[src/rtl/inst_fetch.sv]
// Instruction fetch sequencer: reads words from a synchronous program ROM, issues
// each one to the multicycle processor with a one-cycle Run strobe, then waits for Done.
module inst_fetch #(
  parameter int unsigned   AW         = 8,
  parameter logic [AW-1:0] START_ADDR = '0,
  parameter int unsigned   TIMEOUT    = 15
) (
  input  logic          Clock,
  input  logic          Resetn,
  input  logic          Go,
  input  logic          Step,
  output logic [AW-1:0] MemAddr,
  input  logic [15:0]   MemData,
  output logic [15:0]   DIN,
  output logic          Run,
  input  logic          Done,
  output logic [AW-1:0] PC,
  output logic          Busy,
  output logic          Halted,
  output logic          Error,
  output logic [15:0]   InstCount
);

  typedef enum logic [2:0] {
    IDLE     = 3'd0,
    FETCH    = 3'd1,
    WAIT_MEM = 3'd2,
    ISSUE    = 3'd3,
    EXEC     = 3'd4,
    HALT     = 3'd5,
    ERROR    = 3'd6
  } state_t;

  localparam logic [7:0] WD_LAST = 8'(TIMEOUT - 1);

  state_t     state;
  state_t     state_nxt;
  logic [7:0] wdog;
  logic       halt_op;
  logic       wd_expired;
  logic       retire;
  logic       restart;

  function automatic logic is_halt(input logic [15:0] word);
    return word[15:13] == 3'b111;
  endfunction

  function automatic logic [AW-1:0] pc_inc(input logic [AW-1:0] pc_cur);
    return pc_cur + AW'(1);
  endfunction

  // The ROM is addressed straight from the PC so the word for PC is always the
  // one arriving on MemData one cycle later.
  assign MemAddr    = PC;
  assign halt_op    = is_halt(MemData);
  assign wd_expired = (wdog == WD_LAST);
  assign retire     = (state == EXEC) && Done;
  assign restart    = ((state == HALT) || (state == ERROR)) && Go;

  always_comb begin
    state_nxt = state;
    case (state)
      IDLE:     if (Go) state_nxt = FETCH;
      FETCH:    state_nxt = WAIT_MEM;
      WAIT_MEM: state_nxt = halt_op ? HALT : ISSUE;
      ISSUE:    state_nxt = EXEC;
      EXEC: begin
        // Done takes priority over a watchdog expiry in the same cycle.
        if (Done)            state_nxt = Step ? IDLE : FETCH;
        else if (wd_expired) state_nxt = ERROR;
      end
      HALT:     if (Go) state_nxt = FETCH;
      ERROR:    if (Go) state_nxt = FETCH;
      default:  state_nxt = IDLE;
    endcase
  end

  always_ff @(posedge Clock) begin
    if (!Resetn) begin
      state     <= IDLE;
      PC        <= START_ADDR;
      DIN       <= '0;
      Run       <= 1'b0;
      InstCount <= '0;
      wdog      <= '0;
      Busy      <= 1'b0;
      Halted    <= 1'b0;
      Error     <= 1'b0;
    end else begin
      state  <= state_nxt;
      // Status outputs are registered from the next state so they line up with it.
      Run    <= (state_nxt == ISSUE);
      Busy   <= (state_nxt == FETCH) || (state_nxt == WAIT_MEM) ||
                (state_nxt == ISSUE) || (state_nxt == EXEC);
      Halted <= (state_nxt == HALT);
      Error  <= (state_nxt == ERROR);

      if ((state == WAIT_MEM) && !halt_op) DIN <= MemData;

      if (retire) begin
        PC        <= pc_inc(PC);
        InstCount <= InstCount + 16'd1;
      end else if (restart) begin
        PC <= START_ADDR;
      end

      if ((state == ISSUE) || restart) wdog <= '0;
      else if (state == EXEC)          wdog <= wdog + 8'd1;
    end
  end

endmodule

[config.mk]
export PLATFORM = sky130hd
export DESIGN_NAME = inst_fetch
export DESIGN_NICKNAME = d
export VERILOG_FILES = /design/src/rtl/inst_fetch.sv
export SDC_FILE = /design/constraint.sdc
export NUM_CORES = 1
export LEC_CHECK = 0
export BUFFER_PORTS_ARGS = -buffer_cell sky130_fd_sc_hd__buf_2
export CAP_MARGIN = 5
export CORE_MARGIN = 10
export CORE_UTILIZATION = 30
export DETAILED_ROUTE_END_ITERATION = 8
export HOLD_SLACK_MARGIN = 0.03
export PLACE_DENSITY = 0.5
export SETUP_SLACK_MARGIN = 0.05
export SLEW_MARGIN = 5
export SYNTH_ARGS = -nofsm -noshare
export SYNTH_HDL_FRONTEND = slang
export SYNTH_SLANG_ARGS = --single-unit
[constraint.sdc]
create_clock -name Clock -period 1.46 [get_ports Clock]
set_input_delay 0.292 -clock Clock [delete_from_list [all_inputs] [get_ports Clock]]
set_output_delay 0.292 -clock Clock [all_outputs]
set_load 0.02 [all_outputs]
# ---- Word level (Yosys, flattened, before mapping)
# Index checks and enable logic that the tools add are counted.
dict set report totals {
  ff_bits 55
  input_bits 21
  out_inout_bits 52
  wordCells 48
}
dict set report op_classes {
  n_addsub 3
  n_eq_ne 14
  mux 8
  bitwise_logic 1
  reduce_logical 13
}
# operator count
set ops {}
lappend ops {{3-bit equality test (second input constant)} 7}
lappend ops {{16-bit by 1-bit adder with 16-bit output (second input constant)} 1}
lappend ops {{8-bit by 1-bit adder with 8-bit output (second input constant)} 2}
lappend ops {{8-bit two-way mux} 2}
lappend ops {{3-bit one-hot mux with 5 select lines} 1}
lappend ops {{3-bit by 2-bit equality test with 1-bit output (second input constant)} 4}
lappend ops {{3-bit two-way mux} 4}
lappend ops {{8-bit by 4-bit equality test with 1-bit output (second input constant)} 1}
lappend ops {{3-bit by 1-bit equality test with 1-bit output (second input constant)} 2}
lappend ops {{1-bit logical OR} 5}
lappend ops {{1-bit logical AND} 3}
lappend ops {{3-bit zero test} 1}
lappend ops {{3-bit OR reduction} 1}
lappend ops {{2-bit nonzero test} 1}
lappend ops {{2-bit OR reduction} 1}
lappend ops {{1-bit zero test} 1}
lappend ops {{1-bit two-way mux} 1}
lappend ops {{1-bit NOT} 1}

# ---- Longest topological paths before layout
# Gate-level depths: netlist of the first run.
dict set report depth {
  word_depth 8
  depth_mapped 6
  depth_no_buf 6
}

# ---- Worst setup path after synthesis of the first run
# OpenSTA, ideal clock, no wires.
dict set report synth_path {
  path_kind {reg-to-reg}
  start {reg InstCount[0]}
  end {reg InstCount[14]}
  setup_time_ns 0.119
  arrival_time_ns 1.473
  t_required_ns 1.341
  slack_ns -0.132
  stages_incl_launch_ff 6
  path_buffers 0
  synth_period_minus_slack_ns 1.592
  cell_sequence {dfxtp_1 > ha_1 > nand2_1 > nor4_1 > nand3_1 > mux2i_1}
}
dict set report synth_via {
  elab_chain_cells 1
}
# item line_no
set synth_lines {}
lappend synth_lines {{start: declaration} 21} ;# output logic [15:0] InstCount
lappend synth_lines {{start signal: assignment} 102} ;# InstCount <= InstCount + 16'd1;
lappend synth_lines {{16-bit by 1-bit adder with 16-bit output} 102}
# Every way passes these cells.
# A chain may end at the register's enable or synchronous reset.

# ---- Worst setup path after layout of the first run
dict set report layout_path {
  start {reg state[0]}
  end {reg DIN[0]}
}
dict set report layout_via {
  elab_chain_cells 2
}
# item line_no
set layout_lines {}
lappend layout_lines {{start: declaration} 36} ;# state_t state;
lappend layout_lines {{start signal: assignment} 90} ;# state <= state_nxt;
lappend layout_lines {{3-bit by 2-bit equality test with 1-bit output} 98} ;# if ((state == WAIT_MEM) && !halt_op) DIN <= MemData;
lappend layout_lines {{1-bit logical AND} 98}
lappend layout_lines {{end signal: assignment} 98}
lappend layout_lines {{end: declaration} 14} ;# output logic [15:0] DIN,
# Every way passes these cells.

==> out/results.ini, run 1 <==
[synthesis]
async_flop_share=0
avgSynthCellArea_um2=8.76
syn-cell-area_um2=2510
ys_types=44
synth_warnings=0
synthCells=287
synth-edff-count=0
synth_nets=312
synth_seq_cells=55
synthFlopType=dfxtp_1
ys_seq_area_frac=0.438

[finish]
antenna_cells=0
area_growth_pct=59.1
drive_gt1_frac=0.556
fin_nets=432

[worst_setup_path]
crit_chain=buf_6, or3b_4, buf_6, or2_4, nand2_2, a21oi_2
crit_path_end_kind=register
cpPeakStageDelay_ps=390
r2r-start=state[0]$_SDFF_PN0_
r2r_slack_ps=-90
worstPathRequired_ps=1650
worst-path-max-fanout=7
slowest_stage=or3b_4
r2r_end=DIN[0]$_SDFFE_PN0P_
critPathArrivalTime_ps=1740
path_common_cell=buf_6
rr_worst_depth=6
startpoint_type=register
worstSetupPathType=register to register

[timing]
clock.fmax_ghz=0.646
setup_violations=21
fin_ws_ps=-89.0
post-route-period-util=1.06
tightest_slew_ps=393
holdWs_ps=209
skew_ps=7.06
slew_violations=0
rsz0062_at_grt=true
relSlewSlack=0.738
fin_crit_ps=1550
finalHoldViolations=0

[floorplan]
die_w_um=112
io-pin-count=73
fp.dieH_um=112
initial_utilization=0.308
dieArea_um2=12400
fp-row-count=33
core-area_um2=8180

[drt]
wire_per_inst_um=14.5
drc=0
viasPerCell=4.73
dr.pass1.iters=4
routed-via-count=2426
drt_wl_total_mm=7.42
first_iter_violations=83
detail-route-antenna-nets=0

[status]
outcome=finished, violations left
violations=negative setup slack

[global_route]
grt_usage=0.106
grt_pass1_wl_mm=11.3
grt_overflow=0
grt_pass1_vias=2353
antenna_found_initial=0
grt_max_degree=33

[worst_hold_path]
hold-path-endpoint=DIN[2]$_SDFFE_PN0P_
min-delay-start=MemData[2]
min_path_cells=3
hold_path_class=input pin to register

[power_and_ir_drop]
power_w=0.00301
total_leakage_power_nw=1.82
p_per_area_nw_per_um2=752
peakVddDrop_mv=0.385

[placement]
hpwlAfterDp_mm=5.00
place_congestion=0.719
port_buffers=72

[clocking]
htreeDepth=2
path_clk_slew_ps=100
clock_latency_ps=310
cts_root_buf=clkbuf_8
cts_tree=built
cts_made_buffers=5
numClockSinks=55
clock_path_buffers=2

[flow_run]
drv_cap=0

-- flip-flops by register name, summed over array words and instances (netlist names) --
register   flops
Error          1
Run            1
InstCount     16
Busy           1
Halted         1
state          3
wdog           8
DIN           16
MemAddr        8
-- cells by family after synthesis --
kind of cell / count (synthesis) / synth area share
fa+ha+maj: 4 / 0.0199
compound gates: 41 / 0.108
flops: 55 / 0.438
simple gates: 132 / 0.279
xor+xnor: 19 / 0.0662
buf+inv: 29 / 0.0592
mux: 7 / 0.0294
-- worst max-delay path by stage --
stage                                   start                    endpoint  slack [ps]  cells past startpoint
after detailed placement  state[2]$_SDFF_PN0_  InstCount[15]$_SDFFE_PN0P_        -120                      6
after floorplan           state[2]$_SDFF_PN0_        DIN[10]$_SDFFE_PN0P_          50                      6
after global placement    state[0]$_SDFF_PN0_        DIN[12]$_SDFFE_PN0P_        -100                      6
after global routing      state[0]$_SDFF_PN0_         DIN[0]$_SDFFE_PN0P_        -120                      6
final                     state[0]$_SDFF_PN0_         DIN[0]$_SDFFE_PN0P_         -90                      6
after CTS                 state[0]$_SDFF_PN0_        DIN[11]$_SDFFE_PN0P_         -60                      6
-- cell usage in the layout (no fill, tap or decap), types with 5 or more instances in the layout --
cell type  count
nand2b_1       5
xnor2_1        8
buf_2         72
buf_4         40
buf_6         18
dfxtp_1       39
nand4_1        7
dfxtp_2        7
inv_1          7
dfxtp_4        9
clkbuf_8       5
a21oi_2        5
a21oi_1       12
nor2_1        22
nand3_1        7
nor4_4         5
nand2_1       34
xor2_1         9
nand2_2        9
-- per-layer routing --
metal | GRT usage | wire length (um) | vias up
li1 | - | - | 1227
met1 | 0.122 | 3140 | 1142
met2 | 0.183 | 3800 | 51
met3 | 0.0317 | 402 | 6
met4 | 0.0317 | 76 | 0
met5 | 0 | 0 | -
-- where the power goes --
part | leakage (nW) | switching (W) | total (W) | internal (W)
Clock | 0.0402 | 0.000535 | 0.000870 | 0.000336
Sequential | 0.455 | 0.0000320 | 0.00156 | 0.00153
Combinational | 1.32 | 0.000290 | 0.000572 | 0.000282
-- layout make-up --
class,instances,area [um^2]
multi-input combinational,204,1680
inverter,8,30.0
timing repair buffer,133,923
fill,792,4180
clock inverter,3,20.0
clock buffer,5,68.8
sequential,55,1140
tap,105,131
-- worst max-delay path: cells and delay by family, from the launching register on --
family	cells	cell delay, ps
simple gates	3	760
flops	1	350
buf+inv	2	270
compound gates	1	50
-- through the flow --
| step | instance area, um^2 | instances | utilization | setup WS (ps) | TNS, ps |
|---|---|---|---|---|---|
| floorplan | 2590 | 287 | - | 45.5 | 0 |
| global route | 4000 | 513 | 0.489 | -124 | -2780 |
| detailed placement | 3300 | 488 | 0.404 | -125 | -3100 |
| CTS | 3560 | 500 | 0.435 | -65.0 | -904 |
| global placement | 3300 | 488 | 0.404 | -102 | -2470 |
| finish | 4000 | 513 | 0.489 | -89.0 | -1220 |
-- cell usage after synthesis (3+ instances only) --
| cell | number | share of area |
|---|---|---|
| a21oi_1 | 17 | 0.034 |
| nor4_1 | 3 | 0.0075 |
| buf_4 | 8 | 0.024 |
| nor4_2 | 3 | 0.015 |
| nand3_1 | 11 | 0.022 |
| o221a_2 | 3 | 0.013 |
| nor2b_1 | 4 | 0.0099 |
| nor2_1 | 26 | 0.039 |
| nand2_1 | 44 | 0.066 |
| buf_2 | 8 | 0.016 |
| mux2i_1 | 4 | 0.016 |
| o21ai_0 | 6 | 0.012 |
| nor3_1 | 7 | 0.014 |
| nand2b_1 | 7 | 0.017 |
| inv_1 | 7 | 0.010 |
| nand4_1 | 7 | 0.017 |
| or3_1 | 3 | 0.0075 |
| dfxtp_1 | 55 | 0.44 |
| xor2_1 | 9 | 0.031 |
| and3_1 | 5 | 0.012 |
| xnor2_1 | 10 | 0.035 |
| clkbuf_1 | 5 | 0.0075 |
| ha_1 | 4 | 0.020 |
-- timing repair --
action | 4_1_cts | 5_1_grt
resized for setup | 31 | 73
gates cloned | 1 | 2
buffers inserted | 3 | 11
hold buffers | 0 | 0
endpoints found under the setup margin | 51 | 52
pin swaps | 30 | 40
endpoints found under the hold margin | 0 | 0
Note: power is estimated with default switching activity, not from simulation.
==> run 2: changes to the inputs <==
--- a/config.mk
+++ b/config.mk
@@ -12,6 +12,7 @@
 export DETAILED_ROUTE_END_ITERATION = 8
 export HOLD_SLACK_MARGIN = 0.03
 export PLACE_DENSITY = 0.5
+export REMOVE_ABC_BUFFERS = 1
 export SETUP_SLACK_MARGIN = 0.05
 export SLEW_MARGIN = 5
 export SYNTH_ARGS = -nofsm -noshare
==> out/results.ini, run 2 (synthesis results as in run 1) <==
[timing]
setup_violations=11  ; -48%
holdWs_ps=211  ; +2.06 ps
rsz0062_at_grt=true
finalHoldViolations=0  ; unchanged
fin_ws_ps=-45.9  ; +43.1 ps
fin_crit_ps=1510  ; -43.1 ps
clock.fmax_ghz=0.664  ; +2.9%
relSlewSlack=0.786  ; +0.0476
slew_violations=0  ; unchanged
post-route-period-util=1.03  ; -0.0295
tightest_slew_ps=317  ; -75.7 ps
skew_ps=8.41  ; +1.35 ps

[worst_setup_path]
slowest_stage=dfxtp_4
cpPeakStageDelay_ps=370  ; -20 ps
worstPathRequired_ps=1700  ; +50 ps
worstPathBufferInverterCount=1  ; -1
worst-path-max-fanout=6  ; -1
r2r_end=InstCount[9]$_SDFFE_PN0P_
r2r-start=state[0]$_SDFF_PN0_
crit_chain=nand4bb_4, buf_6, or2_4, or3_1, a21oi_1
crit_path_end_kind=register
critPathTopFamily=simple AND/OR/NAND/NOR gates
startpoint_type=register
rr_worst_depth=5  ; -1
critPathArrivalTime_ps=1750  ; about the same
worstSetupPathType=register to register
r2r_slack_ps=-50  ; +40 ps

[power_and_ir_drop]
clock_power_share=0.321  ; +0.032
sw_frac_of_total=0.266  ; -0.0182
pwr-share-seq=0.497  ; -0.023
peakVddDrop_mv=0.452  ; +17%
power.switching_w=0.000844  ; -1.4%
total_leakage_power_nw=1.75  ; -3.6%
power_frac_comb=0.182  ; -0.008
power.internal_w=0.00232  ; +8.0%
power_w=0.00317  ; +5.3%
p_per_area_nw_per_um2=809  ; +7.6%

[global_route]
grt_busiest_layer=met2
grtUsageMet1=0.135  ; +0.0133
antenna_found_initial=0  ; unchanged
grt_usage=0.108  ; +0.00201
grt_pass1_wl_mm=11.4  ; +0.98%
grt_overflow=0  ; unchanged
grt_pass1_vias=2341  ; -0.51%
use_met3=0.0327  ; +0.00107
grt_max_degree=20  ; -39%
grtUsageMet2=0.177  ; -0.00625

[placement]
dp.cells=486  ; -0.41%
port_buffers=72  ; unchanged
hpwlAfterDp_mm=5.11  ; +2.2%
place_congestion=0.748  ; +3.9%
dpl_cell_area_um2=3220  ; -2.6%

[floorplan]
core-area_um2=8180  ; unchanged
io-pin-count=73  ; unchanged
fp-row-count=33  ; unchanged
initial_utilization=0.308  ; unchanged
fp.dieH_um=112  ; unchanged
dieArea_um2=12400  ; unchanged
die_w_um=112  ; unchanged

[drt]
wire_per_inst_um=14.3  ; -0.87%
drc=0  ; unchanged
routed-via-count=2404  ; -0.91%
drt_wl_total_mm=7.28  ; -1.8%
viasPerCell=4.73  ; about the same
first_iter_violations=91  ; +9.6%
dr.pass1.iters=4  ; unchanged
detail-route-antenna-nets=0  ; unchanged

[worst_hold_path]
hold_path_class=input pin to register
hold-path-endpoint=DIN[0]$_SDFFE_PN0P_
min_path_cells=3  ; unchanged
min-delay-start=MemData[0]

[finish]
reg.largest.list=DIN: 16 flops, InstCount: 16 flops
fin_nets=427  ; -1.2%
fillers=801  ; +1.1%
final_cell_mix=buf_2 (72), dfxtp_1 (45), buf_4 (44)
postLayoutCellArea_um2=3920  ; -2.1%
multi_input_area_um2=1680  ; -0.45%
antenna_cells=0  ; unchanged
stdcell_count=508  ; -0.97%
final-seq-area_um2=1120  ; -2.0%
fin_util=0.479  ; -0.0103
drive_gt1_frac=0.531  ; -0.0254
layout_commonest_cell=buf_2
area_growth_pct=55.7

[clocking]
htreeDepth=2  ; unchanged
cts_hold_buf=0  ; unchanged
cts_made_buffers=5  ; unchanged
path_clk_slew_ps=100  ; about the same
numClockSinks=55  ; unchanged
cts_root_buf=clkbuf_8
cts_tree=built
clock_path_buffers=2  ; unchanged
clock_latency_ps=310  ; about the same

[flow_run]
drv_cap=0  ; unchanged

[status]
violations=negative setup slack
outcome=finished, violations left

run 2: cell count changes in the layout (fill, tap and decap cells not counted), moves of 5 or more:
cell	before	now
a21oi_1	12	7
a21oi_2	5	10
dfxtp_1	39	45
dfxtp_4	9	3
buf_6	18	12
run 2: worst min-delay path, delay by kind of cell:
| family | cells | cell delay (ps) |
|---|---|---|
| AO/OA/AOI/OAI | 1 | 40 |
| AND/OR/NAND/NOR | 1 | 50 |
| buffers and inverters | 1 | 100 |
run 2: cell type report:
type / instances / share of cell area
Clock buffer: 5 / 0.0176
Clock inverter: 3 / 0.0112
Inverter: 8 / 0.00767
Multi-Input combinational cell: 203 / 0.428
Sequential cell: 55 / 0.286
Tap cell: 105 / 0.0335
Timing Repair Buffer: 129 / 0.216
run 2: timing repair:
item | CTS | global route
pin swaps | 15 | 37
setup buffers | 7 | 5
resized for setup | 39 | 65
setup endpoints to repair | 49 | 51
cloned | 1 | 1
run 2: metrics by stage:
step	TNS [ps]	setup slack [ps]
floorplan	-10040	-487
global placement	-1530	-100
CTS	-467	-45.0
global route	-1510	-104
finish	-166	-45.9
detailed placement	-1890	-115
run 2: worst max path at each step:
| stage | from | end | slack (ps) | depth (start not counted) |
|---|---|---|---|---|
| floorplan | state[0]$_SDFF_PN0_ | InstCount[9]$_SDFFE_PN0P_ | -490 | 4 |
| global placement | state[2]$_SDFF_PN0_ | Busy$_SDFF_PN0_ | -100 | 5 |
| detailed placement | Done | MemAddr[7]$_SDFFE_PN0P_ | -110 | 6 |
| finish | state[0]$_SDFF_PN0_ | InstCount[9]$_SDFFE_PN0P_ | -50 | 5 |
| CTS | state[1]$_SDFF_PN0_ | Busy$_SDFF_PN0_ | -40 | 5 |
| global route | state[1]$_SDFF_PN0_ | Busy$_SDFF_PN0_ | -100 | 7 |
run 2: power by group through the flow:
stage | clock network [W] | registers (W) | logic [W]
5_1_grt | 0.00112 | 0.00158 | 0.000616
2_1_floorplan | 0 | 0.00166 | 0.000155
3_5_place_dp | 0 | 0.00160 | 0.000405
4_1_cts | 0.00106 | 0.00157 | 0.000461
3_3_place_gp | 0 | 0.00160 | 0.000402
6_report | 0.00102 | 0.00157 | 0.000576
run 2: per-layer routing:
layer,part of all wire,up-vias,routed length [um]
li1,-,1216,-
met1,0.46,1136,3320
met2,0.48,45,3490
met3,0.056,7,411
met4,0.0092,0,67
met5,0,-,0
==> run 3: changes to the inputs <==
--- a/config.mk
+++ b/config.mk
@@ -7,11 +7,10 @@
 export LEC_CHECK = 0
 export BUFFER_PORTS_ARGS = -buffer_cell sky130_fd_sc_hd__buf_2
 export CAP_MARGIN = 5
-export CORE_MARGIN = 10
-export CORE_UTILIZATION = 30
+export CORE_UTILIZATION = 35
 export DETAILED_ROUTE_END_ITERATION = 8
 export HOLD_SLACK_MARGIN = 0.03
-export PLACE_DENSITY = 0.5
+export PLACE_DENSITY = 0.57
 export REMOVE_ABC_BUFFERS = 1
 export SETUP_SLACK_MARGIN = 0.05
 export SLEW_MARGIN = 5
==> out/results.ini, run 3 (synthesis results as in run 1) <==
[drt]
detail-route-antenna-nets=0  ; unchanged
routed-via-count=2385  ; -0.79%
dr.pass1.iters=4  ; unchanged
drt_wl_total_mm=6.60  ; -9.3%
first_iter_violations=63  ; -31%
drc=0  ; unchanged
viasPerCell=4.81  ; +1.6%
wire_per_inst_um=13.3  ; -7.1%

[finish]
final-seq-area_um2=1120  ; +0.33%
layout_commonest_cell=buf_2
fin_util=0.564  ; +0.0854
final_cell_mix=buf_2 (72), dfxtp_1 (44), buf_4 (43)
stdcell_count=496  ; -2.4%
fin_nets=424  ; -0.70%
area_growth_pct=54.2
reg.largest.list=DIN: 16 flops, InstCount: 16 flops
drive_gt1_frac=0.525  ; -0.00602
multi_input_area_um2=1670  ; -0.45%
fillers=655  ; -18%
antenna_cells=0  ; unchanged

[timing]
slew_violations=0  ; unchanged
rsz0062_at_grt=true
clock.fmax_ghz=0.656  ; -1.2%
fin_crit_ps=1520  ; +17.8 ps
fin_ws_ps=-63.7  ; -17.8 ps
skew_ps=16.1  ; +7.66 ps
post-route-period-util=1.04  ; +0.0122
tightest_slew_ps=379  ; +62.1 ps
finalHoldViolations=0  ; unchanged
relSlewSlack=0.745  ; -0.0403
setup_violations=24  ; +13

[clocking]
cts_tree=built
cts_root_buf=clkbuf_8
cts_made_buffers=5  ; unchanged
htreeDepth=2  ; unchanged
clock_path_buffers=2  ; unchanged
path_clk_slew_ps=110  ; about the same
numClockSinks=55  ; unchanged
cts_hold_buf=0  ; unchanged
clock_latency_ps=320  ; about the same

[floorplan]
die_w_um=86.8  ; -22%
initial_utilization=0.366  ; +0.0585
io-pin-count=73  ; unchanged
dieArea_um2=7530  ; -40%
fp-row-count=30  ; -9.1%
core-area_um2=6870  ; -16%
fp.dieH_um=86.8  ; -22%

[worst_setup_path]
crit_path_end_kind=register
startpoint_type=register
crit_chain=or3b_4, buf_6, nor2_4, clkbuf_16, o221a_4
worstPathRequired_ps=1730  ; +30 ps
slowest_stage=or3b_4
critPathArrivalTime_ps=1790  ; +40 ps
worst-path-max-fanout=8  ; +2
cpPeakStageDelay_ps=430  ; +60 ps
worstSetupPathType=register to register
r2r_slack_ps=-60  ; -20 ps

[power_and_ir_drop]
power.internal_w=0.00215  ; -7.4%
power.switching_w=0.000899  ; +6.5%
pwr-share-seq=0.516  ; +0.019
total_leakage_power_nw=1.78  ; +1.2%
peakVddDrop_mv=0.482  ; +6.6%
p_per_area_nw_per_um2=787  ; -2.7%
power_frac_comb=0.184  ; +0.002
clock_power_share=0.301  ; -0.020
sw_frac_of_total=0.295  ; +0.0281

[status]
violations=negative setup slack
outcome=finished, violations left

[placement]
dp.cells=477  ; -1.9%
port_buffers=72  ; unchanged
place_congestion=0.757  ; +1.2%
hpwlAfterDp_mm=4.30  ; -16%

[global_route]
grt_overflow=0  ; unchanged
grt_usage=0.166  ; +0.0582
grt_pass1_wl_mm=9.83  ; -14%
grt_pass1_vias=2144  ; -8.4%
grt_max_degree=25  ; +25%
antenna_found_initial=0  ; unchanged

[flow_run]
drv_cap=0  ; unchanged

[worst_hold_path]
hold_path_class=input pin to register

## run 3: repair_timing
| item | 4_1_cts | 5_1_grt |
|---|---|---|
| pin swaps | 9 | 34 |
| gates resized for setup | 36 | 69 |
| endpoints found under the setup margin | 49 | 52 |
| gates cloned | 2 | 1 |
| buffers inserted | 2 | 7 |
## run 3: worst paths after layout
kind / startpoint / endpoint / cells after the start
worst min-delay path: MemData[6] / DIN[6]$_SDFFE_PN0P_ / 3
worst max register to register: state[2]$_SDFF_PN0_ / DIN[13]$_SDFFE_PN0P_ / 5
worst min register to register: DIN[6]$_SDFFE_PN0P_ / DIN[6]$_SDFFE_PN0P_ / 2
worst max-delay path: state[2]$_SDFF_PN0_ / DIN[13]$_SDFFE_PN0P_ / 5
## run 3: power by group through the flow
stage / Combinational [W] / Clock [W] / Sequential [W]
final: 0.000560 / 0.000918 / 0.00157
after global placement: 0.000385 / 0 / 0.00160
after global routing: 0.000601 / 0.00100 / 0.00158
after floorplan: 0.000155 / 0 / 0.00166
after CTS: 0.000440 / 0.000939 / 0.00157
after detailed placement: 0.000387 / 0 / 0.00161
## run 3: worst max-delay path: cells and delay by family, from the launching register on
| kind | cells | cell delay, ps |
|---|---|---|
| AO/OA/AOI/OAI | 1 | 170 |
| buffers and inverters | 2 | 340 |
| flip-flops | 1 | 390 |
| AND/OR/NAND/NOR | 2 | 570 |
## run 3: area by class of cell
type	instances	share of cell area
clock buffers	5	0.0177
clock inverters	3	0.00710
inverters	8	0.00774
multi-input cells	203	0.430
flip-flops and latches	55	0.290
well taps	96	0.0310
repair buffers	126	0.216
## run 3: stage by stage
| stage | instance area (um^2) | worst slack, ps | total power, W | setup TNS [ps] | hold WS (ps) |
|---|---|---|---|---|---|
| after detailed placement | 3210 | -139 | 0.00199 | -2250 | 447 |
| after floorplan | 2400 | -487 | 0.00182 | -10040 | 420 |
| after global placement | 3210 | -118 | 0.00199 | -1640 | 440 |
| final | 3880 | -63.7 | 0.00305 | -736 | 198 |
| after CTS | 3510 | -71.9 | 0.00295 | -756 | 190 |
| after global routing | 3880 | -111 | 0.00319 | -2430 | 187 |
## run 3: routing by layer
layer  wire [um]  global-route usage  vias to the layer above
met1        3040               0.208                     1118
met2        3240               0.286                       49
met3         246              0.0333                       10
met5           0                   0                        -
met4          76              0.0500                        0
li1            -                   -                     1208
